**config.mk**
```make
export PLATFORM = sky130hd
export DESIGN_NAME = period_meter
export DESIGN_NICKNAME = d
export VERILOG_FILES = /design/src/rtl/period_meter_pkg.sv /design/src/rtl/sync_2ff.sv /design/src/rtl/period_meter.sv
export SDC_FILE = /design/constraint.sdc
export NUM_CORES = 1
export LEC_CHECK = 0
export CAP_MARGIN = 20
export CORE_AREA = 3 3 85 87
export CTS_CLUSTER_DIAMETER = 60
export DETAILED_ROUTE_END_ITERATION = 12
export DIE_AREA = 0 0 88 90
export PLACE_DENSITY = 0.87
export RECOVER_POWER = 50
export REMOVE_ABC_BUFFERS = 1
export SYNTH_ARGS = -nofsm -noshare
export SYNTH_HDL_FRONTEND = slang
export SYNTH_SLANG_ARGS = --single-unit
```
**constraint.sdc**
```tcl
create_clock -name clk -period 6.15 [get_ports clk]
set_clock_uncertainty 0.2 [all_clocks]
set_input_delay 1.5375 -clock clk [delete_from_list [all_inputs] [get_ports clk]]
set_output_delay 1.5375 -clock clk [all_outputs]
set_load 0.03 [all_outputs]
```
**src/rtl/period_meter_pkg.sv**
```systemverilog
// -----------------------------------------------------------------------------
// period_meter_pkg
//
// Definitions shared by the period meter and its helpers:
//   - state_e     : measurement FSM encoding (IDLE / MEASURE / STALL)
//   - CNT_W_DEF   : default width of the period counter and outputs
//   - TIMEOUT_DEF : default loss-of-signal limit, in clk cycles
// -----------------------------------------------------------------------------
package period_meter_pkg;

    localparam int CNT_W_DEF   = 32;
    localparam int TIMEOUT_DEF = 200_000_000;

    typedef enum logic [1:0] {
        IDLE    = 2'd0,
        MEASURE = 2'd1,
        STALL   = 2'd2
    } state_e;

endpackage

```
**src/rtl/sync_2ff.sv**
```systemverilog
// -----------------------------------------------------------------------------
// sync_2ff
//
// Two-flop synchronizer for a single asynchronous level signal. Both flops
// reset asynchronously to 0. Shared by the async-input blocks of the
// clock/timing group.
//
// Ports:
//   clk   in  destination clock
//   rst_n in  asynchronous active-low reset
//   d_i   in  asynchronous input level
//   q_o   out input level synchronized to clk (2-cycle latency)
// -----------------------------------------------------------------------------
module sync_2ff (
    input  logic clk,
    input  logic rst_n,
    input  logic d_i,
    output logic q_o
);

    logic meta_q;
    logic sync_q;

    always_ff @(posedge clk or negedge rst_n) begin
        if (!rst_n) begin
            meta_q <= 1'b0;
            sync_q <= 1'b0;
        end else begin
            meta_q <= d_i;
            sync_q <= meta_q;
        end
    end

    assign q_o = sync_q;

endmodule

```
**src/rtl/period_meter.sv**
```systemverilog
// -----------------------------------------------------------------------------
// period_meter
//
// Measures the period of a slow square wave on sig_in, in clk cycles, between
// consecutive rising edges. The input is synchronized, edge-detected and fed
// to a small FSM (IDLE -> MEASURE <-> STALL) that counts cycles, reports each
// completed period with a one-cycle valid pulse and flags loss of signal when
// no rising edge arrives within TIMEOUT cycles.
//
// Optional feature, enabled by defining PERIOD_METER_HIGH_EN:
//   high_time reports how many cycles the signal was high within the period
//   reported by the same valid pulse. Without the macro high_time is tied 0.
//
// Parameters:
//   CNT_W    width of the period counter, period and high_time
//   TIMEOUT  cycles without a rising edge that declare loss of signal
//            (must be below 2**CNT_W)
//
// Ports:
//   clk        in   system clock
//   rst_n      in   asynchronous active-low reset
//   sig_in     in   measured signal, asynchronous to clk
//   clr        in   synchronous clear of all measurement state
//   period     out  last measured period in clk cycles
//   valid      out  one-cycle pulse in the cycle period updates
//   locked     out  high while periods are being reported in MEASURE
//   timeout    out  sticky loss-of-signal flag
//   high_time  out  high cycles of the last reported period (optional)
// -----------------------------------------------------------------------------
module period_meter
    import period_meter_pkg::*;
#(
    parameter int CNT_W   = CNT_W_DEF,
    parameter int TIMEOUT = TIMEOUT_DEF
) (
    input  logic             clk,
    input  logic             rst_n,
    input  logic             sig_in,
    input  logic             clr,
    output logic [CNT_W-1:0] period,
    output logic             valid,
    output logic             locked,
    output logic             timeout,
    output logic [CNT_W-1:0] high_time
);

    localparam logic [CNT_W-1:0] TIMEOUT_C = CNT_W'(TIMEOUT);
    localparam logic [CNT_W-1:0] ONE_C     = CNT_W'(1);

    // Counters never wrap: they stop at TIMEOUT.
    function automatic logic [CNT_W-1:0] sat_inc(input logic [CNT_W-1:0] v);
        return (v >= TIMEOUT_C) ? TIMEOUT_C : v + ONE_C;
    endfunction

    // -------------------------------------------------------------------------
    // Input conditioning
    // -------------------------------------------------------------------------
    logic s_sync;
    logic s_d_q;
    logic rise;
    logic report;

    sync_2ff u_sync (
        .clk   (clk),
        .rst_n (rst_n),
        .d_i   (sig_in),
        .q_o   (s_sync)
    );

    always_ff @(posedge clk or negedge rst_n) begin
        if (!rst_n) begin
            s_d_q <= 1'b0;
        end else begin
            s_d_q <= s_sync;
        end
    end

    assign rise = s_sync & ~s_d_q;

    // -------------------------------------------------------------------------
    // Measurement FSM, period counter and output registers
    // -------------------------------------------------------------------------
    state_e           state_q;
    logic [CNT_W-1:0] cnt_q;
    logic [CNT_W-1:0] period_q;
    logic             valid_q;
    logic             locked_q;
    logic             timeout_q;

    // A rise while already in MEASURE closes a period. The rise that moves
    // IDLE/STALL into MEASURE only arms the counter, so it never reports.
    assign report = (state_q == MEASURE) && rise;

    always_ff @(posedge clk or negedge rst_n) begin
        if (!rst_n) begin
            state_q   <= IDLE;
            cnt_q     <= '0;
            period_q  <= '0;
            valid_q   <= 1'b0;
            locked_q  <= 1'b0;
            timeout_q <= 1'b0;
        end else if (clr) begin
            // clr outranks a simultaneous rise: nothing is reported
            state_q   <= IDLE;
            cnt_q     <= '0;
            period_q  <= '0;
            valid_q   <= 1'b0;
            locked_q  <= 1'b0;
            timeout_q <= 1'b0;
        end else begin
            valid_q <= 1'b0;
            case (state_q)
                IDLE: begin
                    cnt_q    <= '0;
                    locked_q <= 1'b0;
                    if (rise) begin
                        state_q <= MEASURE;
                        cnt_q   <= ONE_C;
                    end
                end
                MEASURE: begin
                    if (rise) begin
                        period_q <= cnt_q;
                        valid_q  <= 1'b1;
                        locked_q <= 1'b1;
                        cnt_q    <= ONE_C;
                    end else if (cnt_q >= TIMEOUT_C) begin
                        // period_q is deliberately left holding the last value
                        state_q   <= STALL;
                        timeout_q <= 1'b1;
                        locked_q  <= 1'b0;
                    end else begin
                        cnt_q <= sat_inc(cnt_q);
                    end
                end
                STALL: begin
                    cnt_q    <= sat_inc(cnt_q);
                    locked_q <= 1'b0;
                    if (rise) begin
                        state_q <= MEASURE;
                        cnt_q   <= ONE_C;
                    end
                end
                default: begin
                    state_q  <= IDLE;
                    cnt_q    <= '0;
                    locked_q <= 1'b0;
                end
            endcase
        end
    end

    assign period  = period_q;
    assign valid   = valid_q;
    assign locked  = locked_q;
    assign timeout = timeout_q;

    // -------------------------------------------------------------------------
    // Optional high-time measurement
    // -------------------------------------------------------------------------
`ifdef PERIOD_METER_HIGH_EN
    logic             fall;
    logic [CNT_W-1:0] hcnt_q;
    logic [CNT_W-1:0] hhold_q;
    logic [CNT_W-1:0] high_time_q;

    assign fall = ~s_sync & s_d_q;

    // hcnt starts at 1 on the rise cycle and counts every further high cycle;
    // the falling edge freezes it into hhold_q, which is published on the
    // next report so high_time always pairs with the period it belongs to.
    always_ff @(posedge clk or negedge rst_n) begin
        if (!rst_n) begin
            hcnt_q      <= '0;
            hhold_q     <= '0;
            high_time_q <= '0;
        end else if (clr) begin
            hcnt_q      <= '0;
            hhold_q     <= '0;
            high_time_q <= '0;
        end else begin
            if (rise) begin
                hcnt_q <= ONE_C;
            end else if (s_sync) begin
                hcnt_q <= sat_inc(hcnt_q);
            end
            if (fall) begin
                hhold_q <= hcnt_q;
            end
            if (report) begin
                high_time_q <= hhold_q;
            end
        end
    end

    assign high_time = high_time_q;
`else
    assign high_time = '0;
`endif

endmodule

```
# ---- Word level (Yosys, flattened, before mapping)
# Cells that the tools add are included.
dict set report classes {
  n_addsub 1
  magnitude_cmp 1
  eq_ne 8
  n_mux 26
  bitwise_logic 2
  n_reduce_logical 8
}
# operator count
set ops {}
lappend ops {{$mux 32} 8}
lappend ops {{$pmux 32 s3} 1}
lappend ops {{$add 32x1->32 const B} 1}
lappend ops {{$ge 32x28->1 const B} 1}
lappend ops {{$mux 1} 12}
lappend ops {{$mux 2} 4}
lappend ops {{$reduce_and 3->1} 2}
lappend ops {{$reduce_bool 2->1} 3}
lappend ops {{$ne 4x3->1 const B} 1}
lappend ops {{$ne 4x4->1 const B} 1}
lappend ops {{$pmux 2 s2} 1}
lappend ops {{$ne 3x1->1 const B} 1}
lappend ops {{$ne 3x2->1 const B} 1}
lappend ops {{$ne 3x3->1 const B} 1}
lappend ops {{$eq 2x1->1 const B} 1}
lappend ops {{$eq 2x2->1 const B} 1}
lappend ops {{$logic_not 2->1} 1}
lappend ops {{$ne 2x2->1 const B} 1}
lappend ops {{$reduce_and 2->1} 1}
lappend ops {{$reduce_or 2->1} 1}
lappend ops {{$and 1x1->1} 1}
lappend ops {{$not 1->1} 1}
dict set report word_totals {
  reg_bits 72
  out_inout_bits 67
  wordCells 55
}

# ---- Depth between registers and ports, before layout
# Gate-level depths: netlist (run 1).
dict set report logic_depth {
  depth_word 5
  ltp_mapped 8
  ltp_nobuf 7
}

# ---- Modules after synthesis
# A second synthesis (run 1) with hierarchy kept.
dict set report hier_totals {
  hier_cells 339
  area_unflattened_um2 3602.2
}
# module instances cells_per_inst area_per_inst_um2
set modules_own_cells {}
lappend modules_own_cells {period_meter 1 337 3552.2}
lappend modules_own_cells {sync_2ff 1 2 50.0}

# ---- Worst setup path before layout (run 1)
# No wires, ideal clock.
dict set report synth_timing {
  path_kind {input port to flip-flop}
  from {input port clr}
  to {register cnt_q[10]}
  setup_time_ns 0.121
  arrival_time_ns 2.799
  t_required_ns 5.829
  setup_slack_ns 3.030
  cell_stages 6
  path_buffers 2
  path_cell_list {clkbuf_1 -> or3_1 -> clkbuf_1 -> nor2_2 -> nor2_1 -> a22o_1}
}
dict set report synth_between {
  elab_chain_len 1
  word_cells_on_any_way 2
}
# item line
set synth_lines {}
lappend synth_lines {{from (decl)} period_meter.sv:39} ;# input logic clr,
lappend synth_lines {{$ne 4x4->1 (no line) / $mux 32 (equally long branches)} --}
lappend synth_lines {{to (signal assigned)} period_meter.sv:133} ;# cnt_q <= sat_inc(cnt_q);
lappend synth_lines {{to (signal assigned)} period_meter.sv:137} ;# cnt_q <= sat_inc(cnt_q);
lappend synth_lines {{to (decl)} period_meter.sv:84} ;# logic [CNT_W-1:0] cnt_q;
# Several ways; a longest one is shown, not always the timed one.
# A chain may end at the register's enable or synchronous reset.

# ---- Worst setup path after layout (run 1)
dict set report layout_timing {
  from {input port clr}
  to {register period_q[3] (netlist: period[3])}
}
dict set report layout_between {
  elab_chain_len 2
  word_cells_on_any_way 4
}
# item line
set layout_lines {}
lappend layout_lines {{$reduce_bool 2->1 (no line)} --}
lappend layout_lines {{$reduce_and 2->1 (no line)} --}
lappend layout_lines {{to (signal assigned)} period_meter.sv:123} ;# period_q <= cnt_q;
lappend layout_lines {{to (decl)} period_meter.sv:85} ;# logic [CNT_W-1:0] period_q;
# Several ways; a longest one is shown, not always the timed one.

==> results of run 1 <==
==> critical path: cells and delay by family <==
kind | cells | cell delay [ns]
simple gates | 1 | 1.18
buf+inv | 2 | 1.12
compound gates | 1 | 0.19
==> kinds of logic after synthesis <==
kind of cell | synth area share, %
buffers and inverters | 10.3
xor gates and xnor gates | 2.48
AOI/OAI and AO/OA | 21.2
adders and majority gates | 0.709
other | 0.106
and+or+nand+nor | 14.1
DFF | 51.0
==> sequential cells by signal (all words and copies together) (netlist names) <==
name / flops
cnt_q: 32
locked: 1
period: 32
s_d_q: 1
state_q: 2
timeout: 1
u_sync.meta_q: 1
u_sync.q_o: 1
valid: 1
==> layout make-up <==
class / count / area, um^2 / share of cell area (%)
clock inverters: 6 / 133 / 3.25
repair buffers: 43 / 410 / 10.1
well taps: 77 / 96.3 / 2.36
multi-input cells: 235 / 1490 / 36.4
inverters: 8 / 30.0 / 0.736
clock buffers: 9 / 124 / 3.04
flip-flops and latches: 72 / 1800 / 44.2
==> synthesized netlist by cell type (all sizes together), types with 4 or more instances <==
| library cell | instances |
|---|---|
| inv | 8 |
| o2111ai | 4 |
| a22o | 36 |
| a21oi | 15 |
| xor2 | 6 |
| nand3 | 9 |
| and2 | 6 |
| nor4 | 4 |
| a221o | 4 |
| nand2 | 11 |
| a211oi | 5 |
| nor2 | 22 |
| nand4 | 8 |
| o22ai | 4 |
| o21ai | 16 |
| buf | 38 |
| nor2b | 4 |
| and3 | 12 |
| dfrtp | 72 |
| nor3 | 9 |
| clkbuf | 12 |
| xnor2 | 4 |
==> power groups by stage <==
stage          Sequential, mW  Combinational, mW  Clock [mW]
2_1_floorplan           0.487             0.0383           0
3_3_place_gp            0.487             0.0564           0
3_5_place_dp            0.487             0.0579           0
4_1_cts                 0.478             0.0579       0.487
5_1_grt                 0.478             0.0632       0.509
6_report                0.478             0.0577       0.479
==> per-layer routing <==
| layer | routed length [um] | vias up |
|---|---|---|
| met5 | 0 | - |
| met4 | 170 | 0 |
| met3 | 577 | 20 |
| met2 | 3260 | 157 |
| met1 | 3350 | 1306 |
| li1 | - | 1240 |
==> layout by cell type, fill, tap and decap left out, types with 2 or more instances in the layout <==
| cell type | instances |
|---|---|
| sky130_fd_sc_hd__dfrtp_1 | 72 |
| sky130_fd_sc_hd__a22o_1 | 36 |
| sky130_fd_sc_hd__conb_1 | 32 |
| sky130_fd_sc_hd__clkdlybuf4s50_1 | 32 |
| sky130_fd_sc_hd__nor2_1 | 21 |
| sky130_fd_sc_hd__a21oi_1 | 14 |
| sky130_fd_sc_hd__and3_1 | 12 |
| sky130_fd_sc_hd__o21ai_0 | 12 |
| sky130_fd_sc_hd__nand2_1 | 10 |
| sky130_fd_sc_hd__nand3_1 | 9 |
| sky130_fd_sc_hd__nor3_1 | 9 |
| sky130_fd_sc_hd__clkbuf_8 | 9 |
| sky130_fd_sc_hd__inv_1 | 8 |
| sky130_fd_sc_hd__nand4_1 | 8 |
| sky130_fd_sc_hd__xor2_1 | 6 |
| sky130_fd_sc_hd__a211oi_1 | 5 |
| sky130_fd_sc_hd__dlygate4sd3_1 | 5 |
| sky130_fd_sc_hd__nor2b_1 | 4 |
| sky130_fd_sc_hd__o22ai_1 | 4 |
| sky130_fd_sc_hd__a221o_1 | 4 |
| sky130_fd_sc_hd__o21ai_1 | 4 |
| sky130_fd_sc_hd__xnor2_1 | 4 |
| sky130_fd_sc_hd__bufinv_16 | 4 |
| sky130_fd_sc_hd__buf_4 | 4 |
| sky130_fd_sc_hd__nand2b_1 | 3 |
| sky130_fd_sc_hd__and2_1 | 3 |
| sky130_fd_sc_hd__a31oi_1 | 3 |
| sky130_fd_sc_hd__and2_0 | 3 |
| sky130_fd_sc_hd__o2bb2ai_1 | 3 |
| sky130_fd_sc_hd__o2111ai_1 | 3 |
| sky130_fd_sc_hd__a21o_1 | 2 |
| sky130_fd_sc_hd__nor4_1 | 2 |
| sky130_fd_sc_hd__nor4_2 | 2 |
| sky130_fd_sc_hd__o211ai_1 | 2 |
| sky130_fd_sc_hd__ha_1 | 2 |
==> path summary, 6_finish.rpt <==
path,startpoint,endpoint,slack (ns)
setup / recovery,clr,period[3],2.19
hold / removal,u_sync.meta_q,u_sync.q_o,0.15
setup reg to reg,s_d_q,period[3],3.10
hold reg to reg,u_sync.meta_q,u_sync.q_o,0.15
max in group asynchronous,rst_n,cnt_q[1],4.01
min in group asynchronous,rst_n,period[1],1.19
==> results by stage, run 1 <==
Run status:
- The flow ran to the end, and the final reports show no timing, DRC or antenna violations.

Yosys:
- The Yosys step of the flow raised 0 warnings.
- The synthesized netlist occupies a cell area of between 0.003 and 0.004 mm^2.
- The synthesized design spends more area on one cell type than any other, namely sky130_fd_sc_hd__dfrtp_1.
- The number of different library cells in the post-synthesis netlist is 45.
- The post-synthesis instance total is 334.
- A synthesized cell averages 10.6 um^2.
- The share of synthesized area occupied by flip-flops and latches is 51.0%.
- The synthesized design devotes to its leading area cell type 51.0% of total area.
- The count of flip-flops with a built-in enable after synthesis is 0.
- The total of flip-flops plus latches after synthesis is 72.
- In the synthesized netlist the async set-or-reset flop fraction comes to 100%.
- Among all flip-flop cells after synthesis, the most frequent one is sky130_fd_sc_hd__dfrtp_1.
- By area the synthesized netlist is led by sky130_fd_sc_hd__dfrtp_1 51%, sky130_fd_sc_hd__a22o_1 8.9%, sky130_fd_sc_hd__buf_4 7.2%.

Worst setup path:
- The arrival time at the worst endpoint is a little over 4 ns.
- The critical path data required time is 6.23 ns.
- The depth of the most critical reg-to-reg path is 4.
- The worst setup path is launched from an input port.
- The setup path with the least slack is of type input port to register.
- STA classifies the critical path endpoint as a register.
- Along the worst path, the maximum fanout reaches 22.
- The stage delay of the slowest cell on the critical path is 1.18 ns.
- The signal on the critical path passes through dlygate4sd3_1 > nor3b_1 > buf_4 > a22o_1.
- The cell with the biggest individual delay on the critical path is sky130_fd_sc_hd__nor3b_1.

STA:
- The number of slew-limit violations in the final report is 0.
- Setup repair after global routing left no endpoint under its margin.
- The final clock period utilization by the worst path is between 60 and 70%.
- The worst path meets setup with between 2 and 2.5 ns of slack.
- The clock period minus worst slack is approximately 4 ns.
- The summed negative setup slack over all endpoints is 0 ns.
- The actual transition at the worst max-transition pin is 1.45 ns.
- The count of final setup violators is 0.
- The worst-case hold slack is approximately 0.15 ns.
- The worst slew margin relative to its limit is 3.24%.
- The highest attainable clock frequency is 252 MHz.
- The final-report hold violation count was 0.

Layout:
- Fill cells in the final layout number 493.
- For this run, the number of standard cells in the final layout without fillers is 450.
- At the end of the flow, the number of nets in the layout was approximately 380.
- Summing all non-filler instances in the final layout gives an area of roughly 0.0041 mm^2.
- The post-synthesis to final-layout area growth is 15.6%.
- The number of antenna diodes in the final layout is 0.
- For this run, the share of the core covered by cells in the final layout is 63.5%.
- The fraction of layout cells with a size suffix above 1 is 8.31%.

Place:
- Prior to clock tree synthesis, the placed netlist has a worst setup slack of approximately 1.9 ns.
- The number of instances in the placed design is 434.
- The placed instances occupy a cell area of 0.00382 mm^2.
- The placer's final routability congestion estimate is 0.953.
- Port buffering added 38 buffers.
- The HPWL after detailed placement is 4940 um.

Floorplan:
- Measured along the x axis, the die boundary spans slightly below 90 um.
- The floorplan has 29 rows.
- In this run the standard cell core region covers 0.00642 mm^2.
- The floorplan step defined a die boundary enclosing 0.00792 mm^2.
- The die span in y is 90 um.
- For this configuration, the core starts out at a cell density of 55.0%.
- Pin placement for this block handled slightly above 70 I/O pins.

GRT:
- Global routing consumed, over all layers together, 19.9% of the routing resources.
- Entering global routing, the biggest net connects 73 pins.
- The number of global-route vias before repair is about 2600.
- The first global-routing pass estimated ~12000 um of wire.
- The initial antenna violation count is 0.
- Summed over all layers, the global routing overflow is 0.
- The global-route track usage on met1 is 28.6%.
- Global routing used 5.94% of the available met3 tracks.
- For met2 alone, demand over resource in global routing was between 20 and 30%.
- The most crowded layer after global routing is met1.

Detailed routing:
- Dividing the detail-routed wire length by the instance count gives 16.3 um.
- The count of TritonRoute iterations in the first routing pass is 5.
- Detailed routing inserted a total of 2723 vias.
- The post-detailed-routing wire length is about 7400 um.
- The remaining antenna violation count is 0.
- Using the TritonRoute via totals, the vias-per-cell ratio works out to 6.05.
- After the first detailed-routing iteration, the DRC count stood at just under 300.
- After detailed routing, the number of remaining DRC violations is 0.

Pwr:
- The switching part of the total is 22.1%.
- Sequential cells account for 47.1% of the total power.
- The net switching power figure is 0.225 mW.
- The cell-internal power is 0.790 mW.
- The share of total power in combinational logic is 5.7%.
- The clock network is responsible for roughly 47% of the overall power.
- The analysis attributes to cell leakage a power of 1.81 nW.
- In this run the power density over the cells is 249 mW/mm^2.
- The peak supply drop is 0.194 mV.
- The design draws around 1.0 mW.

Clock network:
- The root buffer cell chosen for the clock tree is sky130_fd_sc_hd__clkbuf_8.
- The depth of the CTS H-tree is 3.
- The number of setup buffers added after CTS is 0.
- TritonCTS created 9 clock buffers.
- At the later pin of the worst-skew pair, clock insertion delay measures between 0.3 and 0.4 ns.
- No sink is reached through more buffers than the 2 on the longest clock path.
- Post-CTS repair changed the size of 0 cells.
- The clock tree from TritonCTS is yes.
- Hold repair after CTS inserted 0 buffers.
- The clock-pin slew of the registers on the worst-case setup and hold paths is 0.07 ns.
- The clock net sink count is 72.

Worst hold path:
- The cell depth of the worst hold path is 0.
- The class of the tightest hold or removal check is register to register.

Flow run:
- The max-cap violation count is 0.
No activity file was read; power rests on OpenSTA's default activity.
==> run 2, diff against run 1 <==
CORE_AREA = 3 3 88 90   (was 3 3 85 87)
DIE_AREA = 0 0 91 93   (was 0 0 88 90)
PLACE_DENSITY = 0.82   (was 0.87)
clock period = 3.7 ns   (was 6.15 ns; I/O delays follow)
==> run 2 against run 1 <==
Compared with the run above:
- the run now ends with capacitance limit, slew limit left
- die area is 6.9% higher
- final cell count up 5.8%
- critical path depth rose by 2
- power grew 58%
- utilization is 6.1 points lower
- largest power group is now registers
- setup slack got worse by 1.6 ns
- combinational power rose by 71%
- wire length fell by 0.92%
- register-to-register slack worse by 2.1 ns
- sequential power is 66% higher
- via count shrank 3.9%
==> results by stage, run 2 (synthesis gave the netlist of run 1 again) <==
Detailed routing:
- The post-detailed-routing wire length is 7290 um (was 7360 um).
- The post-detailed-route DRC marker count came to 0 (unchanged).
- The count of TritonRoute iterations in the first routing pass is 4 (was 5).
- The detailed-route via count is 2617 (was 2723).
- The routed length per placed instance was 15.3 um (was 16.3 um).
- The number of vias per cell is 5.50 (was 6.05).
- The remaining antenna violation count is 0 (unchanged).
- The DRC violation total after the first TritonRoute iteration came to 186 (was 294).

Layout:
- The post-synthesis to final-layout area growth was 16.1% (was 15.6%).
- Most frequent cells in the layout: 72 x sky130_fd_sc_hd__dfrtp_1, 36 x sky130_fd_sc_hd__a22o_1, 35 x sky130_fd_sc_hd__clkdlybuf4s50_1 (was 72 x sky130_fd_sc_hd__dfrtp_1, 36 x sky130_fd_sc_hd__a22o_1, 32 x sky130_fd_sc_hd__conb_1, 32 x sky130_fd_sc_hd__clkdlybuf4s50_1, 21 x sky130_fd_sc_hd__nor2_1).
- The count of nets after finishing came to 378 (was 375).
- The fraction of layout cells with a size suffix above 1 was 8.22% (was 8.31%).
- The post-route core utilization is 57.4% (was 63.5%).
- The filler cell count in the final layout is 614 (was 493).
- The commonest non-fill, non-tap cell in the layout was sky130_fd_sc_hd__dfrtp_1 (unchanged).
- The count of inserted antenna diode cells is 0 (unchanged).

Run status:
- Outcome: complete, but fails checks (was finished clean).
- The final reports fail on capacitance limit, slew limit.

Worst setup path:
- The maximum fanout along the worst path came to 10 (was 22).
- The total buffers and inverters traversed by the critical path was 2 (unchanged).
- The stage delay of the slowest cell on the critical path was 0.56 ns (was 1.18 ns).
- The register-to-register setup slack is 1.05 ns (was 3.10 ns).
- The worst setup path startpoint is clr (unchanged).
- The arrival time at the worst endpoint is 3.12 ns (was 4.04 ns).
- The endpoint type of the worst setup path is a register (unchanged).
- The critical path data required time was 3.76 ns (was 6.23 ns).
- The critical path launch point type is an input port (unchanged).
- The reg-to-reg endpoint is cnt_q[4] (was period[3]).
- The launch point of the worst reg-to-reg path is cnt_q[11] (was s_d_q).
- The depth of the most critical reg-to-reg path was 6 (was 4).
- The kind of cell adding the most delay to the critical path is simple AND/OR/NAND/NOR gates (unchanged).
- The cell with the biggest individual delay on the critical path is sky130_fd_sc_hd__dlygate4sd3_1 (was sky130_fd_sc_hd__nor3b_1).
- The cell count along the critical path is 6 (was 4).
- The capture point of the critical path is cnt_q[4] (was period[3]).
- Cell chain of the critical path: dlygate4sd3_1 > clkbuf_1 > or3_1 > nor2_2 > nor2_1 > a22o_1 (was dlygate4sd3_1 > nor3b_1 > buf_4 > a22o_1).
- The critical path start-end classification is input port to register (unchanged).

STA:
- The count of final setup violators was 0 (unchanged).
- Unrepaired setup endpoints after global routing: false (unchanged).
- The final clock period utilization by the worst path is 82.8%.
- The summed negative setup slack over all endpoints is 0 ns (unchanged).
- The worst slew margin relative to its limit is -30.4% (was 3.24%).
- Derived from the worst setup path, the maximum achievable clock frequency is around 330 MHz.
- The worst-case hold slack is 0.161 ns (was 0.154 ns).
- The actual transition at the worst max-transition pin came to 1.96 ns (was 1.45 ns).
- The clock period minus worst slack is roughly 3.1 ns.
- The number of slew-limit violations in the final report is 37 (was 0).
- The final-report hold violation count is 0 (unchanged).

Pwr:
- The areal power density over the cells is 390 mW/mm^2 (was 249 mW/mm^2).
- The peak supply drop was 0.254 mV (was 0.194 mV).
- The static leakage power was 1.80 nW (was 1.81 nW).

Clock network:
- The root cell of the clock tree is sky130_fd_sc_hd__clkbuf_8 (unchanged).
- The count of cells resized by post-cts repair is 0 (unchanged).
- The depth of the CTS H-tree was 3 (unchanged).
- The clock latency on the worst-skew pair is 0.36 ns (was 0.34 ns).
- The clock tree buffer depth is 2 (unchanged).
- The number of setup buffers added after CTS is 0 (unchanged).
- The clock tree from TritonCTS is yes (unchanged).
- The clock buffer count from CTS came to 9 (unchanged).
- The clock-pin slew of the registers on the worst-case setup and hold paths is 0.09 ns (was 0.07 ns).
- The clock net sink count was 72 (unchanged).
- The hold buffer count at cts is 0 (unchanged).

Floorplan:
- The die footprint was 0.00846 mm^2 (was 0.00792 mm^2).
- The die span in y was 93 um (was 90 um).
- The floorplan core area is 0.00714 mm^2 (was 0.00642 mm^2).
- The horizontal die dimension was 91 um (was 88 um).
- The number of placement rows is 31 (was 29).
- The I/O pin total is 71 (unchanged).
- The initial core utilization is 49.5% (was 55.0%).

GRT:
- The initial antenna violation count was 0 (unchanged).
- The number of global-route vias before repair came to 2570 (was 2572).
- The leftover overflow at the end of global routing is 0 (unchanged).
- The global-route usage over all layers was 18.4% (was 19.9%).
- The pin count of the biggest net entering global routing is 38 (was 73).
- The wire length of the first global-routing pass is 12300 um (was 12500 um).

Flow run:
- The max-cap violation count came to 1 (was 0).

Worst hold path:
- The class of the tightest hold or removal check is register to register (unchanged).

Place:
- The placer's final routability congestion estimate was 0.945 (was 0.953).
- The number of I/O port buffers is 38 (unchanged).
- The HPWL after detailed placement is 5020 um (was 4940 um).
## run 2: cell count changes in the layout (fill, tap and decap cells not counted), sizes merged
cell / previous run / this run
dlygate4sd3: 5 / 2
clkdlybuf4s50: 32 / 35
bufinv: 4 / 2
clkinvlp: 1 / 0
inv: 8 / 12
clkbuf: 10 / 13
## run 2: area by class of cell
cell class	count	area (um^2)	area share [%]
clock buffer	9	124	3.02
multi-input combinational	235	1490	36.2
timing repair buffer	46	433	10.6
clock inverter	7	100	2.44
inverter	8	30.0	0.733
tap	99	124	3.02
sequential	72	1800	44.0
## run 2: metal layers
metal  GRT usage (%)  routed length [um]  vias up
met3            4.26                 417       17
met5               0                   0        -
met4            10.7                 184        0
met2            26.7                3310       92
met1            25.3                3370     1261
li1                -                   -     1247
## run 2: where the power goes
group	internal (mW)	switching (mW)	leakage, nW
Clock	0.388	0.320	0.115
Sequential	0.790	0.00409	0.998
Combinational	0.0148	0.0837	0.683
## run 2: worst min path at each step
stage,slack (ns),startpoint,endpoint,cells after the start
5_1_grt,0.17,u_sync.meta_q,u_sync.q_o,0
3_3_place_gp,0.14,u_sync.meta_q,u_sync.q_o,0
4_1_cts,0.16,u_sync.meta_q,u_sync.q_o,0
6_report,0.16,u_sync.meta_q,u_sync.q_o,0
3_5_place_dp,0.15,u_sync.meta_q,u_sync.q_o,0
2_1_floorplan,0.13,u_sync.meta_q,u_sync.q_o,0
## run 2: metrics by stage
step / setup slack (ns) / power [mW] / cell area [um^2] / cells
after global routing: 0.484 / 1.65 / 4100 / 476
after detailed placement: 0.399 / 0.909 / 3890 / 459
after global placement: 0.466 / 0.907 / 3890 / 459
after CTS: 0.796 / 1.61 / 4110 / 475
final: 0.637 / 1.60 / 4100 / 476
after floorplan: 0.333 / 0.873 / 3310 / 315
==> run 3, diff against run 2 <==
clock period = 3.2 ns   (was 3.7 ns; I/O delays follow)
==> run 3 against run 2 <==
Compared with the run above:
- critical path depth is the same
- clock power shrank 2%
- the flow still finishes with violations (capacitance limit, slew limit)
- critical path type unchanged
- largest power group unchanged
- combinational power grew 18%
- register-to-register slack lost 0.47 ns
==> results by stage, run 3 (synthesis gave the netlist of run 1 again) <==
Run status:
- Outcome: complete, but fails checks (unchanged).
- Violations in the final reports: capacitance limit, slew limit (unchanged).

Clock network:
- The clock latency on the worst-skew pair is 0.35 ns (was 0.36 ns).
- The clock tree from TritonCTS is yes (unchanged).
- The root cell of the clock tree is sky130_fd_sc_hd__clkbuf_8 (unchanged).
- The number of setup buffers added after CTS came to 0 (unchanged).
- The hold buffer count at cts is 0 (unchanged).
- The depth of the CTS H-tree came to 3 (unchanged).
- The count of cells resized by post-cts repair was 0 (unchanged).
- The clock net sink count was 72 (unchanged).
- The clock-pin slew of the registers on the worst-case setup and hold paths is 0.08 ns (was 0.09 ns).
- The clock buffer count from CTS is 9 (unchanged).
- The clock tree buffer depth is 2 (unchanged).

Worst hold path:
- The end of the worst hold path is u_sync.q_o (unchanged).
- The class of the tightest hold or removal check is register to register (unchanged).
- The worst min-delay path startpoint is u_sync.meta_q (unchanged).
- The cell depth of the worst hold path is 0 (unchanged).

Floorplan:
- The floorplan core area is 0.00714 mm^2 (unchanged).
- The I/O pin total was 71 (unchanged).
- The die span in y is 93 um (unchanged).
- The number of placement rows is 31 (unchanged).
- The initial core utilization is 49.5% (unchanged).
- The die footprint is 0.00846 mm^2 (unchanged).
- The horizontal die dimension is 91 um (unchanged).

STA:
- The final-report hold violation count is 0 (unchanged).
- Unrepaired setup endpoints after global routing: false (unchanged).
- The worst slew margin relative to its limit is -24.9% (was -30.4%).
- The clock period minus worst slack is 2.74 ns.
- The summed negative setup slack over all endpoints was 0 ns (unchanged).
- The final critical path takes up a little under nine tenths of the cycle.
- The highest attainable clock frequency is 364 MHz.
- The number of slew-limit violations in the final report was 34 (was 37).
- The actual transition at the worst max-transition pin came to 1.87 ns (was 1.96 ns).
- The count of final setup violators is 0 (unchanged).

GRT:
- The leftover overflow at the end of global routing is 0 (unchanged).
- The global-route usage over all layers is 18.0% (was 18.4%).
- The number of global-route vias before repair was 2492 (was 2570).
- The pin count of the biggest net entering global routing is 40 (was 38).
- The wire length of the first global-routing pass is 12200 um (was 12300 um).
- The initial antenna violation count is 0 (unchanged).

Detailed routing:
- The length of routed wiring on met1 is 3530 um (was 3370 um).
- The detailed-route via count is 2597 (was 2617).
- The post-detailed-routing wire length is 7400 um (was 7290 um).
- The number of vias per cell was 5.42 (was 5.50).
- The remaining antenna violation count is 0 (unchanged).
- The routed length on met2 is 3510 um (was 3310 um).
- The routed length per placed instance is 15.4 um (was 15.3 um).
- The DRC violation total after the first TritonRoute iteration came to 170 (was 186).
- The uppermost layer routed is met4 (unchanged).
- The sum of met3 wire segment lengths after detailed routing is 323 um (was 417 um).
- The count of TritonRoute iterations in the first routing pass is 4 (unchanged).
- The post-detailed-route DRC marker count is 0 (unchanged).

Layout:
- The filler cell count in the final layout was 650 (was 614).
- The post-synthesis to final-layout area growth is 16.1% (about the same).
- The commonest non-fill, non-tap cell in the layout is sky130_fd_sc_hd__dfrtp_1 (unchanged).
- The multi-input logic area came to 0.00149 mm^2 (unchanged).
- The storage element area came to 0.00180 mm^2 (unchanged).
- The count of nets after finishing came to 381 (was 378).
- Most frequent cells in the layout: 72 x sky130_fd_sc_hd__dfrtp_1, 36 x sky130_fd_sc_hd__a22o_1, 35 x sky130_fd_sc_hd__clkdlybuf4s50_1 (unchanged).
- The final instance area was 0.00410 mm^2 (about the same).
- The fraction of layout cells with a size suffix above 1 is 9.21% (was 8.22%).
- The count of inserted antenna diode cells came to 0 (unchanged).

Pwr:
- The static leakage power is 1.80 nW (about the same).
- The peak supply drop is 0.236 mV (was 0.254 mV).
- The areal power density over the cells is 423 mW/mm^2 (was 390 mW/mm^2).

Flow run:
- The max-cap violation count is 1 (unchanged).

Worst setup path:
- The reg-to-reg endpoint is cnt_q[4] (unchanged).
- The arrival time at the worst endpoint is 2.82 ns (was 3.12 ns).
- The critical path start-end classification is input port to register (unchanged).
- The maximum fanout along the worst path is 12 (was 10).
- The register-to-register setup slack is 0.58 ns (was 1.05 ns).
- The depth of the most critical reg-to-reg path came to 6 (unchanged).
- The launch point of the worst reg-to-reg path was cnt_q[11] (unchanged).
- The endpoint type of the worst setup path is a register (unchanged).
- The critical path data required time is 3.27 ns (was 3.76 ns).
- The critical path launch point type is an input port (unchanged).

Place:
- The number of I/O port buffers is 38 (unchanged).
- The HPWL after detailed placement came to 5310 um (was 5020 um).
- The total placed instance area was 0.00392 mm^2 (was 0.00389 mm^2).
- The placer's final routability congestion estimate came to 0.844 (was 0.945).
-- run 3: final cells by class --
cell class / instances / share of cell area (%)
Clock inverter: 7 / 1.71
Inverter: 8 / 0.733
Multi-Input combinational cell: 235 / 36.3
Clock buffer: 9 / 3.02
Timing Repair Buffer: 49 / 11.3
Tap cell: 99 / 3.02
Sequential cell: 72 / 44.0
-- run 3: per-layer routing --
metal | vias to the layer above | GRT usage [%]
li1 | 1252 | -
met1 | 1263 | 24.9
met2 | 76 | 28.5
met3 | 6 | 2.82
met4 | 0 | 7.66
met5 | - | 0
-- run 3: worst max path at each step --
stage | from | endpoint | slack [ns] | cells after the start
4_1_cts | cnt_q[11] | cnt_q[4] | 0.57 | 6
5_1_grt | clr | cnt_q[27] | 0.27 | 6
6_report | clr | cnt_q[27] | 0.46 | 6
2_1_floorplan | clr | period[0] | -0.04 | 2
3_3_place_gp | clr | cnt_q[25] | 0.36 | 6
3_5_place_dp | clr | cnt_q[25] | 0.32 | 6
-- run 3: metrics by stage --
stage	hold WS [ns]	instances	total power [mW]	utilization, %	setup slack [ns]
4_1_cts	0.158	479	1.75	57.6	0.571
2_1_floorplan	0.131	315	1.01	-	-0.0422
3_3_place_gp	0.136	463	1.05	54.9	0.360
6_report	0.156	479	1.73	57.4	0.455
5_1_grt	0.161	479	1.79	57.4	0.267
3_5_place_dp	0.140	463	1.05	54.9	0.316
-- run 3: worst max-delay path, cell delays in order --
cell and delay (ns):
sky130_fd_sc_hd__dlygate4sd3_1 0.67, sky130_fd_sc_hd__nor3_1 0.22, sky130_fd_sc_hd__clkbuf_1 0.39, sky130_fd_sc_hd__nand2_1 0.38, sky130_fd_sc_hd__o21ai_0 0.21, sky130_fd_sc_hd__o2bb2ai_1 0.14
-- run 3: power breakdown --
part           switching [mW]  leakage [nW]  internal [mW]  total (mW)
clock network           0.338        0.0994          0.359       0.697
registers             0.00454         0.998          0.914       0.918
logic                  0.0976         0.702         0.0187       0.116
==> edit 1: new RTL, config.mk and constraints of run 2 <==
Set the package constant `CNT_W_DEF` to 16 (it was 32).
--- a/src/rtl/period_meter_pkg.sv
+++ b/src/rtl/period_meter_pkg.sv
@@ -8,7 +8,7 @@
 // -----------------------------------------------------------------------------
 package period_meter_pkg;
 
-    localparam int CNT_W_DEF   = 32;
+    localparam int CNT_W_DEF   = 16;
     localparam int TIMEOUT_DEF = 200_000_000;
 
     typedef enum logic [1:0] {
Ports: changed (resized high_time and period); port bits go from 71 to 39. No check against the original RTL was run, so the function may have changed too.
==> edit 1 against run 2 <==
  * The flow still finishes with violations (max-capacitance violations, max-slew violations)
  * Sequential cell count decreased by 32
  * Setup slack improved by 0.39 ns
  * Register-to-register slack improved by 0.24 ns
  * Final area shrank 45%
  * Synthesized area down 46%
  * Power is 50% lower
  * Count of clock-buffer cells in the layout shrank 1
  * Routed wire length is 45% lower
  * Largest power group unchanged
==> edit 1: results (changes against run 2) <==
| Metric | Value |
|---|---|
| Outcome | `finished, violations left` |
| Failing checks | `max-capacitance violations, max-slew violations` |
| Synthesized area per cell | `10.9 sq um (+2.8%)` |
| DR vias | `1400 (-47%)` |
| Yosys cell types | `41 (-8.9%)` |
| Met1 Track Usage GR | `0.126 (-0.127)` |
| DRT Wirelength | `4.00 mm (-45%)` |
| Dpl cells | `291 (-37%)` |
| Dpl hpwl | `2.91 mm (-42%)` |
| DRT Pass-1 Iters | `5 (+1)` |
| Post-place setup slack | `0.834 ns (+0.435 ns)` |
| Part of the Yosys area used for sequential elements | `0.524 (+0.0131)` |
| Final Net Count | `205 (-46%)` |
| Fin. max-slew vios | `41 (+11%)` |
| Layout area overhead | `18.1%` |
| Most instantiated cells after synthesis | `dfrtp_1, buf_4, a22o_1` |
| Met2 Routed Length | `1.93 mm (-42%)` |
| Clk_lat worst skew | `0.29 ns (-0.07 ns)` |
| Clock transition at the registers of the reported paths | `0.07 ns (-0.02 ns)` |
| IO buf count | `22 (-42%)` |
| CP Max Fanout | `8 (-2)` |
| Vias per cell | `4.68 (-15%)` |
| Worst EP arrival | `2.65 ns (-0.47 ns)` |
| DR WL met3 | `260 microns (-38%)` |
| Max VDD drop | `0.000115 V (-55%)` |
| Leak pwr | `0.958 nW (-47%)` |
| First-pass GRT wire length | `6.77 mm (-45%)` |
| Rel. slew slack | `-0.421 (-0.117)` |
| Area after DPL | `2170 sq um (-44%)` |
| Num CTS Buffers | `5 (-4)` |
| Met2 GRT Util | `0.153 (-0.113)` |
| Vias in the first global route | `1336 (-48%)` |
| Share of cells above drive strength 1 | `0.0750 (-0.00723)` |
| Filler instances | `752 (+22%)` |
| Max Cap Viol | `1 (unchanged)` |
| Metal1 wirelength | `1.75 mm (-48%)` |
| Total Routing Usage GR | `0.0991 (-0.0848)` |
| Pin count of the biggest net entering global routing | `41 (+7.9%)` |
| Iter 0 DRT Violations | `114 (-39%)` |
| Placer congestion estimate | `0.864 (-8.6%)` |
-- edit 1: changes by cell type in the layout (fill, tap and decap cells not counted), moves of 6 or more --
cell and delta:
nor3_1 -7, nor2_1 -12, and3_1 -10, o21ai_0 -9, inv_1 -6, conb_1 -16, dfrtp_1 -32, clkdlybuf4s50_1 -16
a22o_1 -21, nand4_1 -6
-- edit 1: critical path: stages --
cell	delay, ns
dlygate4sd3_1	0.65
or3_1	0.56
or2_1	0.34
nand3_1	0.10
o21ai_0	0.07
-- edit 1: worst paths after layout --
kind | endpoint | cells past startpoint | slack, ns
worst max register to register | cnt_q[4]$_DFFE_PN0P_ | 5 | 1.29
max in group asynchronous | cnt_q[14]$_DFFE_PN0P_ | 1 | 1.04
worst min-delay path | u_sync.q_o$_DFF_PN0_ | 0 | 0.16
min in group asynchronous | period[12]$_DFFE_PN0P_ | 1 | 1.06
worst max-delay path | cnt_q[1]$_DFFE_PN0P_ | 5 | 1.02
worst min register to register | u_sync.q_o$_DFF_PN0_ | 0 | 0.16
-- edit 1: logic make-up after synthesis --
group / synth area share
fa+ha+maj: 0.0131
buf+inv: 0.0825
other cells: 0.00196
xor+xnor: 0.0321
simple gates: 0.135
flops: 0.524
compound gates: 0.206
mux: 0.00524
-- edit 1: area by class of cell --
| class | count | share of cell area |
|---|---|---|
| multi-input combinational | 126 | 0.357 |
| timing repair buffer | 24 | 0.101 |
| inverter | 2 | 0.00333 |
| tap | 99 | 0.0549 |
| sequential | 40 | 0.443 |
| clock buffer | 8 | 0.0399 |
-- edit 1: where the power goes --
part	switching (mW)	total, mW	internal, mW
sequential	0.00592	0.448	0.442
combinational	0.0477	0.0581	0.0104
clock	0.141	0.293	0.152
total	0.195	0.799	0.604
==> edit 2: new RTL, flow settings as in run 2 <==
Without the edit above. Encoding of `state_e`: now one-hot (3 bits for 3 states).
--- a/src/rtl/period_meter_pkg.sv
+++ b/src/rtl/period_meter_pkg.sv
@@ -11,10 +11,10 @@
     localparam int CNT_W_DEF   = 32;
     localparam int TIMEOUT_DEF = 200_000_000;
 
-    typedef enum logic [1:0] {
-        IDLE    = 2'd0,
-        MEASURE = 2'd1,
-        STALL   = 2'd2
+    typedef enum logic [2:0] {
+        IDLE    = 3'b001,
+        MEASURE = 3'b010,
+        STALL   = 3'b100
     } state_e;
 
 endpackage
Formal check against the unedited RTL: same outputs for any inputs over 10 cycles, from zero or initial values and one cycle with rst_n low; not proved beyond that.
==> edit 2 against run 2 <==
  * The run still ends with max-capacitance violations, max-slew violations left
  * Routed wire length increased by 24%
  * Sequential cell count increased by 1
  * Largest power group unchanged
  * Clock power increased by 7.2%
  * Synthesized area increased by 8.5%
  * Final area increased by 8.7%
  * Power increased by 3.0%
  * Worst hold slack got worse by 0.0088 ns
  * Highest routed layer unchanged
  * Setup slack got worse by 0.016 ns
  * Combinational power decreased by 14%
  * Maximum frequency decreased by 0.52%
==> edit 2: results (changes against run 2) <==
| Metric | Value |
|---|---|
| Outcome | `finished, violations left` |
| Least-Margin Pin Slew | `1.79 ns (-0.170 ns)` |
| Ys async rst share | `1.00 (unchanged)` |
| Post-place setup slack | `0.481 ns (+0.0816 ns)` |
| Leak pwr | `1.79 nW (-0.32%)` |
| Fin. max-slew vios | `113 (+210%)` |
| Hold endpoint | `u_sync.q_o$_DFF_PN0_` |
| Worst reg2reg endpoint | `cnt_q[26]$_DFFE_PN0P_` |
| Reg2Reg Depth | `6 (unchanged)` |
| Yosys cell types | `60 (+33%)` |
| Dpl hpwl | `6.25 mm (+25%)` |
| First-pass GRT wire length | `15.0 mm (+22%)` |
| Max VDD drop | `0.000190 V (-25%)` |
| Met3 GRT Util | `0.0290 (-0.0137)` |
| Setup Fix Bufs, Post-CTS | `0 (unchanged)` |
| DR vias | `3293 (+26%)` |
| R2r startpoint | `cnt_q[1]$_DFFE_PN0P_` |
| Iter 0 DRT Violations | `236 (+27%)` |
| Synthesized area per cell | `8.86 sq um (-16%)` |
| Max Cap Viol | `2 (+1)` |
| Pin count of the biggest net entering global routing | `74 (+95%)` |
| IO buf count | `38 (unchanged)` |
| CTS H-tree depth | `3 (unchanged)` |
| Compound-Gate Fraction of Synth Area | `0.188 (-0.0244)` |
| Clock transition at the registers of the reported paths | `0.07 ns (-0.02 ns)` |
| Part of the Yosys area used for sequential elements | `0.477 (-0.0330)` |
| Ranking of synthesized cells by area | `dfrtp_1, nand2_1, a21oi_1, buf_4, nor2_1` |
| Post-Synth XOR/XNOR Area | `0.0114 (-0.0134)` |
| Final Net Count | `473 (+25%)` |
| Failing checks | `max-capacitance violations, max-slew violations` |
| Total Routing Usage GR | `0.220 (+0.0364)` |
| Met1 Track Usage GR | `0.303 (+0.0496)` |
| Main synth FF type | `dfrtp_1` |
| Post-Layout Cell Count | `571 (+20%)` |
| Longest Clk Path Bufs | `2 (unchanged)` |
| Most instantiated cells after synthesis | `nand2_1, dfrtp_1, a21oi_1` |
| CP Max Fanout | `38 (+28)` |
| Class of the worst hold path | `register to register` |
| Ys Warns | `0 (unchanged)` |
| Post-CTS Resized | `0 (unchanged)` |
| Placer congestion estimate | `0.965 (+2.2%)` |
| DRT Pass-1 Iters | `5 (+1)` |
| Share of cells above drive strength 1 | `0.0847 (+0.00252)` |
| Vias in the first global route | `3072 (+20%)` |
| Antenna violations before repair | `0 (unchanged)` |
| Synth Area in Adders | `0.00654 (-0.000554)` |
| Worst EP arrival | `3.03 ns (-0.09 ns)` |
| DRT Wirelength | `9.06 mm (+24%)` |
| Met2 GRT Util | `0.354 (+0.0871)` |
| Dpl cells | `555 (+21%)` |
| Worst Min Path Start | `u_sync.meta_q$_DFF_PN0_` |
| Num CTS Buffers | `9 (unchanged)` |
| Clk_lat worst skew | `0.34 ns (-0.02 ns)` |
| FF-to-FF setup slack | `0.75 ns (-0.30 ns)` |
| Mux cell area share after synthesis | `0.00261 (+0.00261)` |
edit 2: kinds of logic (layout without fill, tap and decap cells):
group	count (synthesis)	in the layout
flip-flops	73	73
buffers and inverters	63	72
AND/OR/NAND/NOR	170	170
XOR/XNOR	5	5
adder cells (fa/ha/maj)	2	2
multiplexers	1	1
AO/OA/AOI/OAI	117	117
other	1	32
edit 2: worst max-delay path by stage:
stage	end	slack, ns	cells past startpoint	from
global placement	cnt_q[13]$_DFFE_PN0P_	0.53	6	clr
CTS	cnt_q[26]$_DFFE_PN0P_	0.78	6	cnt_q[1]$_DFFE_PN0P_
floorplan	cnt_q[13]$_DFFE_PN0P_	0.88	5	clr
finish	locked$_DFFE_PN0P_	0.62	3	clr
detailed placement	cnt_q[7]$_DFFE_PN0P_	0.48	6	clr
global route	cnt_q[0]$_DFFE_PN0P_	0.42	3	clr
edit 2: worst max-delay path, cell delays in order:
cell,delay [ns]
dlygate4sd3_1,0.62
clkbuf_1,1.23
o22ai_1,0.24
edit 2: area by class of cell:
class / count / area [sq um]
clock buffers: 11 / 141
clock inverters: 5 / 104
fillers: 609 / 2680
inverters: 7 / 26.3
multi-input cells: 327 / 1760
flip-flops and latches: 73 / 1830
well taps: 99 / 124
repair buffers: 49 / 472
edit 2: report_power, final:
group,internal [mW],switching [mW]
logic,0.00990,0.0750
registers,0.801,0.00363
clock network,0.467,0.292
edit 2: routing by layer:
metal	routed length [microns]	part of all wire
met5	0	0
met4	150	0.017
met3	553	0.061
met2	4340	0.48
met1	4010	0.44
edit 2: through the flow:
stage | hold WS [ns] | cell area, sq um
finish | 0.152 | 4450
floorplan | 0.131 | 3610
CTS | 0.152 | 4470
detailed placement | 0.136 | 4230
global route | 0.163 | 4450
global placement | 0.136 | 4200
